===== config.mk =====
export PLATFORM = sky130hd
export DESIGN_NAME = alu_exec_sequencer
export DESIGN_NICKNAME = d
export VERILOG_FILES = /design/src/rtl/alu_ctrl_pkg.sv /design/src/rtl/cond_eval.sv /design/src/rtl/alu_exec_sequencer.sv
export SDC_FILE = /design/constraint.sdc
export NUM_CORES = 1
export LEC_CHECK = 0
export ABC_AREA = 1
export ABC_CLOCK_PERIOD_IN_PS = 2800
export CORE_MARGIN = 1
export CORE_UTILIZATION = 41
export DETAILED_ROUTE_END_ITERATION = 6
export PLACE_DENSITY = 0.91
export SYNTH_ARGS = -nofsm -noshare
export SYNTH_HDL_FRONTEND = slang
export SYNTH_HIERARCHICAL = 1
export SYNTH_SLANG_ARGS = --single-unit

===== constraint.sdc =====
create_clock -name clk -period 2.8 [get_ports clk]
set_clock_uncertainty 0.2 [all_clocks]
set_input_delay 0.56 -clock clk [delete_from_list [all_inputs] [get_ports clk]]
set_output_delay 0.56 -clock clk [all_outputs]
set_load 0.03 [all_outputs]

===== src/rtl/alu_ctrl_pkg.sv =====
// Shared types and constants for the ALU execution sequencer.
// States, condition codes and flag bit positions.
package alu_ctrl_pkg;

   typedef enum logic [1:0] {
      S_IDLE,
      S_EXEC,
      S_COMMIT,
      S_RESP
   } state_e;

   localparam logic [3:0] CC_AL = 4'd0;
   localparam logic [3:0] CC_EQ = 4'd1;
   localparam logic [3:0] CC_NE = 4'd2;
   localparam logic [3:0] CC_CS = 4'd3;
   localparam logic [3:0] CC_CC = 4'd4;
   localparam logic [3:0] CC_MI = 4'd5;
   localparam logic [3:0] CC_PL = 4'd6;
   localparam logic [3:0] CC_VS = 4'd7;
   localparam logic [3:0] CC_VC = 4'd8;
   localparam logic [3:0] CC_HI = 4'd9;
   localparam logic [3:0] CC_LS = 4'd10;
   localparam logic [3:0] CC_GE = 4'd11;
   localparam logic [3:0] CC_LT = 4'd12;
   localparam logic [3:0] CC_GT = 4'd13;
   localparam logic [3:0] CC_LE = 4'd14;
   localparam logic [3:0] CC_NV = 4'd15;

   localparam int FLAG_C  = 0;
   localparam int FLAG_N  = 1;
   localparam int FLAG_Z  = 2;
   localparam int FLAG_OV = 3;

endpackage


===== src/rtl/cond_eval.sv =====
// Condition-code evaluator: decides whether an op executes
// given the current flag register contents.
module cond_eval
   import alu_ctrl_pkg::*;
(
   input  logic [3:0] flags,
   input  logic [3:0] cond,
   output logic       pass
);

   logic c, n, z, v;

   always_comb begin
      c    = flags[FLAG_C];
      n    = flags[FLAG_N];
      z    = flags[FLAG_Z];
      v    = flags[FLAG_OV];
      pass = 1'b0;
      unique case (cond)
         CC_AL: pass = 1'b1;
         CC_EQ: pass = z;
         CC_NE: pass = !z;
         CC_CS: pass = c;
         CC_CC: pass = !c;
         CC_MI: pass = n;
         CC_PL: pass = !n;
         CC_VS: pass = v;
         CC_VC: pass = !v;
         CC_HI: pass = c && !z;
         CC_LS: pass = !c || z;
         CC_GE: pass = (n == v);
         CC_LT: pass = (n != v);
         CC_GT: pass = !z && (n == v);
         CC_LE: pass = z || (n != v);
         CC_NV: pass = 1'b0;
      endcase
   end

endmodule


===== src/rtl/alu_exec_sequencer.sv =====
// Two-requester sequencer for a shared ALU and flag register.
// One transaction in flight: arbitrate, check cond, execute, commit, respond.
module alu_exec_sequencer
   import alu_ctrl_pkg::*;
#(
   parameter int WIDTH   = 8,
   parameter int OPW     = 4,
   parameter int ALU_LAT = 1
) (
   input  logic               clk,
   input  logic               rst_n,
   input  logic [1:0]         req_valid,
   output logic [1:0]         req_ready,
   input  logic [2*OPW-1:0]   req_op,
   input  logic [2*WIDTH-1:0] req_a,
   input  logic [2*WIDTH-1:0] req_b,
   input  logic [7:0]         req_cond,
   input  logic [1:0]         req_setf,
   output logic [OPW-1:0]     alu_op,
   output logic [WIDTH-1:0]   alu_a,
   output logic [WIDTH-1:0]   alu_b,
   input  logic [WIDTH-1:0]   alu_result,
   input  logic [3:0]         flags_in,
   output logic               flag_execute,
   output logic               rsp_valid,
   input  logic               rsp_ready,
   output logic               rsp_id,
   output logic [WIDTH-1:0]   rsp_result,
   output logic               rsp_skipped
);

   state_e           state_q, state_d;
   logic [2:0]       cnt_q, cnt_d;
   logic             last_q, last_d;
   logic             id_q, id_d;
   logic             setf_q, setf_d;
   logic [OPW-1:0]   alu_op_q, alu_op_d;
   logic [WIDTH-1:0] alu_a_q, alu_a_d;
   logic [WIDTH-1:0] alu_b_q, alu_b_d;
   logic [WIDTH-1:0] res_q, res_d;
   logic             skip_q, skip_d;

   logic             win;
   logic [OPW-1:0]   sel_op;
   logic [WIDTH-1:0] sel_a, sel_b;
   logic [3:0]       sel_cond;
   logic             sel_setf;
   logic             cond_pass;

   // On a tie the requester that did not win last time is served
   always_comb begin
      if (req_valid == 2'b11) win = ~last_q;
      else                    win = req_valid[1];
      sel_op   = win ? req_op[OPW +: OPW]     : req_op[0 +: OPW];
      sel_a    = win ? req_a[WIDTH +: WIDTH]  : req_a[0 +: WIDTH];
      sel_b    = win ? req_b[WIDTH +: WIDTH]  : req_b[0 +: WIDTH];
      sel_cond = win ? req_cond[7:4]          : req_cond[3:0];
      sel_setf = win ? req_setf[1]            : req_setf[0];
   end

   cond_eval u_cond (
      .flags (flags_in),
      .cond  (sel_cond),
      .pass  (cond_pass)
   );

   always_comb begin
      state_d      = state_q;
      cnt_d        = cnt_q;
      last_d       = last_q;
      id_d         = id_q;
      setf_d       = setf_q;
      alu_op_d     = alu_op_q;
      alu_a_d      = alu_a_q;
      alu_b_d      = alu_b_q;
      res_d        = res_q;
      skip_d       = skip_q;
      req_ready    = 2'b00;
      flag_execute = 1'b0;
      rsp_valid    = 1'b0;
      unique case (state_q)
         S_IDLE: begin
            if (rst_n && (req_valid != 2'b00)) begin
               req_ready = win ? 2'b10 : 2'b01;
               last_d    = win;
               id_d      = win;
               setf_d    = sel_setf;
               if (cond_pass) begin
                  alu_op_d = sel_op;
                  alu_a_d  = sel_a;
                  alu_b_d  = sel_b;
                  cnt_d    = 3'(ALU_LAT);
                  state_d  = S_EXEC;
               end else begin
                  res_d   = '0;
                  skip_d  = 1'b1;
                  state_d = S_RESP;
               end
            end
         end
         S_EXEC: begin
            if (cnt_q == 3'd0) state_d = S_COMMIT;
            else               cnt_d   = cnt_q - 3'd1;
         end
         S_COMMIT: begin
            res_d        = alu_result;
            skip_d       = 1'b0;
            flag_execute = setf_q;
            state_d      = S_RESP;
         end
         S_RESP: begin
            rsp_valid = 1'b1;
            if (rsp_ready) state_d = S_IDLE;
         end
         default: state_d = S_IDLE;
      endcase
   end

   always_ff @(posedge clk or negedge rst_n) begin
      if (!rst_n) begin
         state_q  <= S_IDLE;
         cnt_q    <= 3'd0;
         last_q   <= 1'b1;
         id_q     <= 1'b0;
         setf_q   <= 1'b0;
         alu_op_q <= '0;
         alu_a_q  <= '0;
         alu_b_q  <= '0;
         res_q    <= '0;
         skip_q   <= 1'b0;
      end else begin
         state_q  <= state_d;
         cnt_q    <= cnt_d;
         last_q   <= last_d;
         id_q     <= id_d;
         setf_q   <= setf_d;
         alu_op_q <= alu_op_d;
         alu_a_q  <= alu_a_d;
         alu_b_q  <= alu_b_d;
         res_q    <= res_d;
         skip_q   <= skip_d;
      end
   end

   assign alu_op      = alu_op_q;
   assign alu_a       = alu_a_q;
   assign alu_b       = alu_b_q;
   assign rsp_id      = id_q;
   assign rsp_result  = res_q;
   assign rsp_skipped = skip_q;

endmodule

==> results.tsv <==
metric	value	unit
critPathBufInv	3	
drv_slew	0	
dieArea	5850	sq um
slowest_delay	0.66	ns
start_util	43.5	%
setup_tns	0	ns
cts_tree	yes	
dr.pass1.iters	4	
cts_buffers	5	
outcome	finished, final reports clean	
wl_per_cell	11.4	um
reg2reg_to	rsp_result[3]	
period_needed	2.57	ns
hold_buffers	0	
slew_headroom	77.2	%
fill_cells	437	
cp-endpoint	flag_execute	
dpl.hpwl	4670	um
core	5240	sq um
yosysSeqAreaShare	40.7	%
cp-end-kind	output port	
synthesis.nets	421	
crit_family	buffers and inverters	
max_cap_viol_count	0	
drive_gt1_share	11.2	%
grt_overflow	0	
reg2reg_depth	17	
avgSynthCellArea	6.56	sq um
yosys_warnings	6	
grt_pass1_wl	10200	um
rsz0062_at_grt	false	
synth-seq-cells	37	
worst_pin_slew	0.341	ns
rows	26	
clk_pin_slew	0.07	ns
finalCritPeriodShare	91.7	%
wirelength	5950	um
fin_nets	528	
path_cells	inv_1, ha_1, nand2_1, inv_1, clkdlybuf4s50_1	
rr_startpoint	last_q	
crit_cells	5	
hold_class	primary input to async pin	
clock.fmax	390	MHz
io_buffers	100	
synth_top_cells_by_area	dfrtp_1 (40%), nand2_1 (36%), inv_1 (4.3%)	
clock_sinks	37	
htreeDepth	2	
startpoint	state_q[0]	
via_per_inst	4.63	
total_leakage_power	1.89	nW
cpMostUsedCell	inv_1	
fp.dieW	76.5	um
yosys.area.top_type_share	39.6	%
ant_nets	0	
crit_fanout	4	
clk_latency	0.29	ns
hold_viol	0	
area_growth	55.7	%
startpoint_type	flip-flop	
synth.distinct_cells	21	
grt_start_max_net_pins	23	
pwr_density_cell	869	nW/um^2
syn_inst	347	
grt_pass1_vias	2371	
whs	0.0712	ns
synth_top_area_cell	dfrtp_1	
finalSetupViolations	0	
grt.total_usage	21.8	%
gp_congestion	0.916	
ioPinCount	101	
die_y	76.5	um
num_vias	2428	
arrival	1.81	ns
antennaDiodeCount	0	
root_buffer	clkbuf_8	
cts_buffer_depth	2	
first_iter_violations	59	
synth.cell_area	2280	sq um
antenna_found_initial	0	
irDropWorstVdd	370	uV
worstSetupPathType	flip-flop to output port	
slowest_stage	clkdlybuf4s50_1	
r2r_setup_slack	0.42	ns
worstPathRequired	2.04	ns
drc	0	
==> synth_stat cells (all sizes together) <==
master,instances
a21oi,2
buf,10
clkbuf,1
dfrtp,36
dfstp,1
ha,7
inv,30
nand2,219
nand3,14
nand3b,9
nor2,15
o21a,1
o21ai,2
==> final cells by class <==
| cell class | count | area (sq um) | share of cell area (%) |
|---|---|---|---|
| Clock buffer | 6 | 82.6 | 2.33 |
| Clock inverter | 1 | 7.51 | 0.212 |
| Inverter | 30 | 115 | 3.25 |
| Multi-Input combinational cell | 269 | 1220 | 34.4 |
| Sequential cell | 37 | 927 | 26.2 |
| Tap cell | 70 | 87.6 | 2.47 |
| Timing Repair Buffer | 111 | 1100 | 31.2 |
==> report_power, final <==
group | internal [mW] | switching [mW]
registers | 0.750 | 0.130
clock network | 0.194 | 0.186
logic | 0.755 | 1.07
total | 1.70 | 1.38
==> cell families after synthesis <==
family                     after synthesis  share of synthesized area [%]
adders and majority gates                7                           3.85
DFF                                     37                           40.7
and+or+nand+nor                        257                           46.4
buffers and inverters                   41                           7.64
AOI/OAI and AO/OA                        5                           1.37
==> registers in the layout (all words and copies together) (netlist names) <==
signal / cells
cnt_q: 3
setf_q: 1
last_q: 1
alu_a: 8
rsp_skipped: 1
rsp_result: 8
alu_op: 4
rsp_id: 1
state_q: 2
alu_b: 8
==> through the flow <==
step | util (%) | setup WS (ns) | cell area, sq um | cells | power [mW]
2_1_floorplan | - | 0.194 | 2280 | 347 | 1.96
3_3_place_gp | 64.9 | -0.150 | 3400 | 517 | 2.60
5_1_grt | 67.7 | 0.0392 | 3540 | 524 | 3.33
3_5_place_dp | 64.9 | -0.264 | 3400 | 517 | 2.66
4_1_cts | 66.7 | 0.0431 | 3490 | 524 | 3.06
6_report | 67.7 | 0.233 | 3540 | 524 | 3.08
==> timing repair <==
| action | 4_1_cts | 5_1_grt |
|---|---|---|
| setup endpoints to repair | 0 | 32 |
| resized for setup | 0 | 21 |
| buffers inserted | 0 | 0 |
==> worst min-delay path by stage <==
| stage | to | depth (start not counted) | slack, ns | from |
|---|---|---|---|---|
| after floorplan | alu_a[0] | 0 | 0.06 | rst_n |
| after global placement | alu_a[4] | 2 | 0.25 | alu_a[4] |
| after detailed placement | cnt_q[1] | 2 | 0.26 | cnt_q[1] |
| after CTS | alu_b[1] | 2 | 0.07 | rst_n |
| after global routing | rsp_id | 2 | 0.08 | rst_n |
| final | alu_b[1] | 2 | 0.07 | rst_n |
==> routing by layer <==
metal / global-route usage [%] / vias to the layer above / part of all wire [%]
met5: 0 / - / 0
met4: 6.92 / 0 / 1.8
met3: 7.19 / 11 / 6.6
met2: 39.7 / 80 / 52
met1: 23.5 / 1088 / 40
li1: - / 1249 / -
==> worst reg2reg max path: stages, from the launching register on <==
cell	delay, ns
dfstp_2	0.55
nand2_1	0.06
nand2_2	0.14
inv_4	0.06
nand2_1	0.07
nand2_2	0.10
a21oi_1	0.22
nor2_1	0.07
nand2_1	0.07
nand2_1	0.05
nand2_1	0.05
nand2_1	0.05
nand2_2	0.09
nand2_2	0.08
o21a_4	0.15
buf_6	0.13
nand3b_1	0.08
nand2_1	0.06
==> layout by cell type, fill, tap and decap left out, drive strengths merged <==
cell	instances
buf	14
ha	7
dfrtp	36
dfstp	1
nand3b	9
a21oi	2
o21a	1
inv	30
nand2	219
nor2	15
clkbuf	6
clkdlybuf4s50	96
o21ai	2
clkinvlp	1
dlymetal6s2s	1
nand3	14
Power figures use the tool's default switching activity.
